===== config.mk =====
export PLATFORM = sky130hd
export DESIGN_NAME = wb_arbiter
export DESIGN_NICKNAME = d
export VERILOG_FILES = /design/src/rtl/wb_pkg.sv /design/src/rtl/wb_fifo.sv /design/src/rtl/wb_arbiter.sv
export SDC_FILE = /design/constraint.sdc
export NUM_CORES = 1
export LEC_CHECK = 0
export CORE_UTILIZATION = 54
export DETAILED_ROUTE_END_ITERATION = 6
export DONT_BUFFER_PORTS = 1
export PLACE_DENSITY = 0.79
export SLEW_MARGIN = 30
export SYNTH_ARGS = -nofsm -noshare
export SYNTH_HDL_FRONTEND = slang
export SYNTH_SLANG_ARGS = --single-unit

===== constraint.sdc =====
create_clock -name clk -period 4 [get_ports clk]
set_input_delay 1 -clock clk [delete_from_list [all_inputs] [get_ports clk]]
set_output_delay 1 -clock clk [all_outputs]
set_load 0.005 [all_outputs]

===== src/rtl/wb_pkg.sv =====
// Shared widths and the buffered ALU result record for the write-back arbiter.
package wb_pkg;

  localparam int unsigned DATA_W     = 16;
  localparam int unsigned NUM_REGS   = 16;
  localparam int unsigned FIFO_DEPTH = 2;
  localparam int unsigned DEST_W     = 4;

  typedef struct packed {
    logic [DATA_W-1:0] data;
    logic [DEST_W-1:0] dest;
  } entry_t;

endpackage


===== src/rtl/wb_fifo.sv =====
// Small circular buffer holding ALU results while the write port is taken.
module wb_fifo
  import wb_pkg::*;
#(
  parameter int unsigned Depth = FIFO_DEPTH
) (
  input  logic                       clk,
  input  logic                       reset,
  input  logic                       push_i,
  input  entry_t                     entry_i,
  input  logic                       pop_i,
  output entry_t                     head_o,
  output logic                       full_o,
  output logic                       empty_o,
  output logic [$clog2(Depth+1)-1:0] count_o
);

  localparam int unsigned PtrW = (Depth > 1) ? $clog2(Depth) : 1;
  localparam int unsigned CntW = $clog2(Depth + 1);

  entry_t            mem_q [Depth];
  logic [PtrW-1:0]   wr_ptr_q, wr_ptr_d;
  logic [PtrW-1:0]   rd_ptr_q, rd_ptr_d;
  logic [CntW-1:0]   count_q, count_d;
  logic              do_push, do_pop;

  assign full_o  = (count_q == CntW'(Depth));
  assign empty_o = (count_q == '0);
  assign count_o = count_q;
  assign head_o  = mem_q[rd_ptr_q];

  assign do_push = push_i && !full_o;
  assign do_pop  = pop_i && !empty_o;

  always_comb begin
    wr_ptr_d = wr_ptr_q;
    rd_ptr_d = rd_ptr_q;
    count_d  = count_q;
    // Explicit wrap keeps non-power-of-two depths correct.
    if (do_push) wr_ptr_d = (wr_ptr_q == PtrW'(Depth - 1)) ? '0 : wr_ptr_q + 1'b1;
    if (do_pop)  rd_ptr_d = (rd_ptr_q == PtrW'(Depth - 1)) ? '0 : rd_ptr_q + 1'b1;
    unique case ({do_push, do_pop})
      2'b10:   count_d = count_q + 1'b1;
      2'b01:   count_d = count_q - 1'b1;
      default: count_d = count_q;
    endcase
  end

  always_ff @(posedge clk) begin
    if (reset) begin
      wr_ptr_q <= '0;
      rd_ptr_q <= '0;
      count_q  <= '0;
    end else begin
      wr_ptr_q <= wr_ptr_d;
      rd_ptr_q <= rd_ptr_d;
      count_q  <= count_d;
    end
  end

  always_ff @(posedge clk) begin
    if (!reset && do_push) mem_q[wr_ptr_q] <= entry_i;
  end

endmodule


===== src/rtl/wb_arbiter.sv =====
// Single write port arbiter: memory loads first, then buffered ALU results, then ALU bypass.
module wb_arbiter
  import wb_pkg::*;
#(
  parameter int unsigned DATA_W     = wb_pkg::DATA_W,
  parameter int unsigned NUM_REGS   = wb_pkg::NUM_REGS,
  parameter int unsigned FIFO_DEPTH = wb_pkg::FIFO_DEPTH
) (
  input  logic                clk,
  input  logic                reset,
  input  logic                alu_valid_i,
  output logic                alu_ready_o,
  input  logic [DATA_W-1:0]   alu_data_i,
  input  logic [3:0]          alu_dest_i,
  input  logic                mem_valid_i,
  input  logic [DATA_W-1:0]   mem_data_i,
  input  logic [3:0]          mem_dest_i,
  output logic [DATA_W-1:0]   wb_data_o,
  output logic [NUM_REGS-1:0] wb_enable_o,
  output logic [1:0]          fifo_count_o,
  output logic [7:0]          conflict_cnt_o
);

  localparam int unsigned CntW = $clog2(FIFO_DEPTH + 1);

  entry_t              head;
  logic                fifo_full, fifo_empty, fifo_push, fifo_pop;
  logic [CntW-1:0]     fifo_count;
  logic                alu_hs;
  logic [DATA_W-1:0]   wb_data_q, wb_data_d;
  logic [NUM_REGS-1:0] wb_en_q, wb_en_d;
  logic [7:0]          conflict_q, conflict_d;

  function automatic logic [NUM_REGS-1:0] onehot(input logic [3:0] idx);
    logic [NUM_REGS-1:0] v;
    v = '0;
    for (int i = 0; i < NUM_REGS; i++) v[i] = (idx == 4'(i));
    return v;
  endfunction

  wb_fifo #(
    .Depth(FIFO_DEPTH)
  ) u_fifo (
    .clk    (clk),
    .reset  (reset),
    .push_i (fifo_push),
    .entry_i('{data: alu_data_i, dest: alu_dest_i}),
    .pop_i  (fifo_pop),
    .head_o (head),
    .full_o (fifo_full),
    .empty_o(fifo_empty),
    .count_o(fifo_count)
  );

  // Readiness looks only at registered occupancy, never at a same-cycle pop.
  assign alu_ready_o = ~reset & ~fifo_full;
  assign alu_hs      = alu_valid_i & alu_ready_o;

  always_comb begin
    wb_en_d   = '0;
    wb_data_d = wb_data_q;
    fifo_push = 1'b0;
    fifo_pop  = 1'b0;
    if (mem_valid_i) begin
      wb_en_d   = onehot(mem_dest_i);
      wb_data_d = mem_data_i;
      fifo_push = alu_hs;
    end else if (!fifo_empty) begin
      wb_en_d   = onehot(head.dest);
      wb_data_d = head.data;
      fifo_pop  = 1'b1;
      fifo_push = alu_hs;
    end else if (alu_hs) begin
      wb_en_d   = onehot(alu_dest_i);
      wb_data_d = alu_data_i;
    end
  end

  always_comb begin
    conflict_d = conflict_q;
    if (mem_valid_i && (!fifo_empty || alu_valid_i) && conflict_q != 8'hFF) begin
      conflict_d = conflict_q + 8'd1;
    end
  end

  always_ff @(posedge clk) begin
    if (reset) begin
      wb_en_q    <= '0;
      wb_data_q  <= '0;
      conflict_q <= '0;
    end else begin
      wb_en_q    <= wb_en_d;
      wb_data_q  <= wb_data_d;
      conflict_q <= conflict_d;
    end
  end

  assign wb_enable_o    = wb_en_q;
  assign wb_data_o      = wb_data_q;
  assign fifo_count_o   = 2'(fifo_count);
  assign conflict_cnt_o = conflict_q;

endmodule


==> metrics.md <==
| Metric | Value |
|---|---|
| EDFF count, synth | `40` |
| Die width | `85.3 um` |
| Peak supply drop | `0.000299 V` |
| Most common cell after layout, fill and taps aside | `dfxtp_1` |
| Multi-input logic area | `0.00147 sq mm` |
| Mapped Nets | `398` |
| Total power divided by cell area | `497 mW/mm^2` |
| Layout net count | `392` |
| Worst Hold Class | `flop to flop` |
| P&R area growth vs syn | `5.01%` |
| Hold wc startpoint | `wb_data_o[13]` |
| Cell count after synthesis | `352` |
| Reg area | `0.00210 sq mm` |
| Min Clock Period, post-route | `2360 ps` |
| Clk root buf | `clkbuf_8` |
| Worst path arrival time | `2410 ps` |
| Fraction of registers with async set/reset | `0%` |
| Post_cts resized | `0` |
| Num Clock Sinks | `85` |
| Hold Crit Endpoint | `wb_data_o[13]` |
| Crit. End Element | `flop` |
| Die Ht | `85.3 um` |
| CP cell instances | `and2b_1 -> or3_1 -> nor2_2 -> buf_4` |
| Port buffer count | `0` |
| Fin. max-slew vios | `0` |
| Internal power | `1.37 mW` |
| Hold Vio Cnt, Final | `0` |
| Share of layout cells above drive strength 1 | `7.41%` |
| Fillers | `541` |
| Final period util | `59.1%` |
| Hold buffer count at CTS | `0` |
| Post-CTS Setup Repair Bufs | `0` |
| Register area share after synthesis | `56.1%` |
| Final Skew | `10.4 ps` |
| Crit path max fanout | `11` |
| Grt total ovfl | `0` |
| Most area-hungry cell type in the Yosys netlist | `edfxtp_1` |
| Drt drc | `0` |
| Setup violators final | `0` |
| Critical path launch point type | `flop` |
| Reg2Reg Setup Slack | `1640 ps` |
| Highest clock rate | `0.423 GHz` |
| Pin count of the biggest net entering global routing | `44` |
| Hold Path Depth | `2` |
| Antenna violations before repair | `0` |
| CTS Buffer Depth | `2` |
| Yosys cell types | `42` |
| CTS buffer count | `9` |
| #FFs+latches synth | `85` |
| Final ANT Viol Nets | `0` |
| Wire per inst | `17.8 um` |
| Pwr Total | `1.96 mW` |
| Relative slew slack | `41.1%` |
| RSZ-0062 raised after global routing | `no` |
| Worst skew pair latency | `350 ps` |
| Worst reg2reg endpoint | `u_fifo.mem_q[0][12]` |
| Synth top area share | `32.1%` |
| Die Area | `0.00728 sq mm` |
| N_diodes | `0` |
| Avg Inst Size Synth | `10.6 sq um` |
| Num ports | `87` |
| Comb pwr share | `18.9%` |
| Lkg Pwr | `1.40 nW` |
| Post-Synthesis Cell Area | `0.00375 sq mm` |
| Synth warnings | `0` |
| Total Routing Usage GR | `21.9%` |
| Vias | `2668` |
| Worst-path clk slew | `80 ps` |
| Required @ worst endpoint | `4050 ps` |
| H-tree level count | `3` |
| Synth area leaders | `edfxtp_1, dfxtp_1, mux2i_1, nand2_1, a211o_1` |
| Prevailing post-synth register cell | `dfxtp_1` |
| R2R depth | `4` |
| Flop pwr share | `54.1%` |
| CTS tree | `built` |
| Critical path type | `flop to flop` |
| Switching Fraction | `30.0%` |
| Global-route wire length before repair | `12400 um` |
| Net Sw Power | `0.588 mW` |
| Slowest cell delay on critical path | `560 ps` |
| DRT Pass-1 Iters | `7` |
| 1st-iter DRT viols | `164` |
| Clock power share | `27.0%` |
| CP max-delay cell | `dfxtp_1` |
| Post-Route WL | `7640 um` |
| Core ar. | `0.00653 sq mm` |
| Fin Setup TNS | `0 ps` |
| Status | `completed` |
| Row cnt | `29` |
| Initial core utilization | `57.4%` |
| Vias in the first global route | `2544` |
| Hold slack | `480 ps` |
| Leading cell types in the layout, fill and taps excluded | `dfxtp_1, nand2_1, edfxtp_1` |
| RePlAce Congestion | `0.821` |
| R2R Path Start | `u_fifo.count_o[0]` |
| Worst slew pin tran | `876 ps` |
| Hpwl dp | `5180 um` |
| Via density | `6.23` |
| MaxCap Viol Count | `0` |
-- sequential cells by signal (all words and copies together), names as in the netlist, named ones only --
register / cells
wb_data_o: 16
wb_enable_o: 16
u_fifo.wr_ptr_q: 1
u_fifo.rd_ptr_q: 1
conflict_cnt_o: 8
u_fifo.mem_q: 40
u_fifo.count_o: 2
-- cells by family (layout without fill, tap and decap cells) --
group	after synthesis	count (layout)	synth area share, %
mux	17	17	4.54
xor+xnor	5	5	1.17
simple gates	124	124	17.1
flops	85	85	56.1
buf+inv	39	38	4.71
fa+ha+maj	2	2	0.668
compound gates	80	80	15.8
-- per-layer routing --
metal	wire, um	share of wire (%)	global-route usage (%)
met5	0	0	0
met4	187	2.4	8.33
met3	557	7.3	6.32
met2	3570	47	34.8
met1	3320	43	28.4
-- worst max path at each step --
| stage | startpoint | to | cells past startpoint |
|---|---|---|---|
| 2_1_floorplan | reset | u_fifo.mem_q[0][0] | 4 |
| 3_3_place_gp | reset | u_fifo.mem_q[0][5] | 4 |
| 3_5_place_dp | reset | u_fifo.mem_q[1][5] | 4 |
| 4_1_cts | u_fifo.count_o[0] | u_fifo.mem_q[0][13] | 4 |
| 5_1_grt | u_fifo.count_o[0] | u_fifo.mem_q[1][14] | 4 |
| 6_report | u_fifo.count_o[0] | u_fifo.mem_q[0][12] | 4 |
-- critical path, delay by kind of cell, from the launching register on --
| family | cells | cell delay [ps] |
|---|---|---|
| simple gates | 3 | 1210 |
| buf+inv | 1 | 300 |
| flops | 1 | 560 |
-- power groups by stage --
stage	combinational (mW)	sequential [mW]	clock [mW]
2_1_floorplan	0.346	1.05	0
3_3_place_gp	0.358	1.07	0
3_5_place_dp	0.370	1.08	0
4_1_cts	0.371	1.06	0.534
5_1_grt	0.410	1.07	0.569
6_report	0.370	1.06	0.529
-- Yosys cell counts (all sizes together) (3+ instances only) --
master and number:
a211o 16, a21oi 20, a221oi 16, a222oi 3
a22oi 12, buf 11, clkbuf 9, dfxtp 45
edfxtp 40, inv 19, mux2i 17, nand2 41
nand2b 4, nand3 6, nand3b 6, nor2 32
nor2b 4, nor3b 3, nor4 4, o21ai 4
o31ai 4, or3 7, or3b 5, or4 3
xor2 3
-- area by class of cell --
| class | instances | area share, % |
|---|---|---|
| Timing Repair Buffer | 3 | 0.572 |
| Inverter | 19 | 1.81 |
| Multi-Input combinational cell | 228 | 37.5 |
| Clock buffer | 11 | 3.34 |
| Sequential cell | 85 | 53.4 |
| Tap cell | 77 | 2.45 |
| Clock inverter | 5 | 0.954 |
-- through the flow --
step	cells	utilization (%)	cell area, sq um	setup WS, ps
after floorplan	352	-	3750	1070
after global placement	412	57.7	3770	1320
after detailed placement	412	57.7	3770	1290
after CTS	428	60.2	3940	1640
after global routing	428	60.2	3940	1500
final	428	60.2	3940	1640
(Power assumes the default switching activity.)
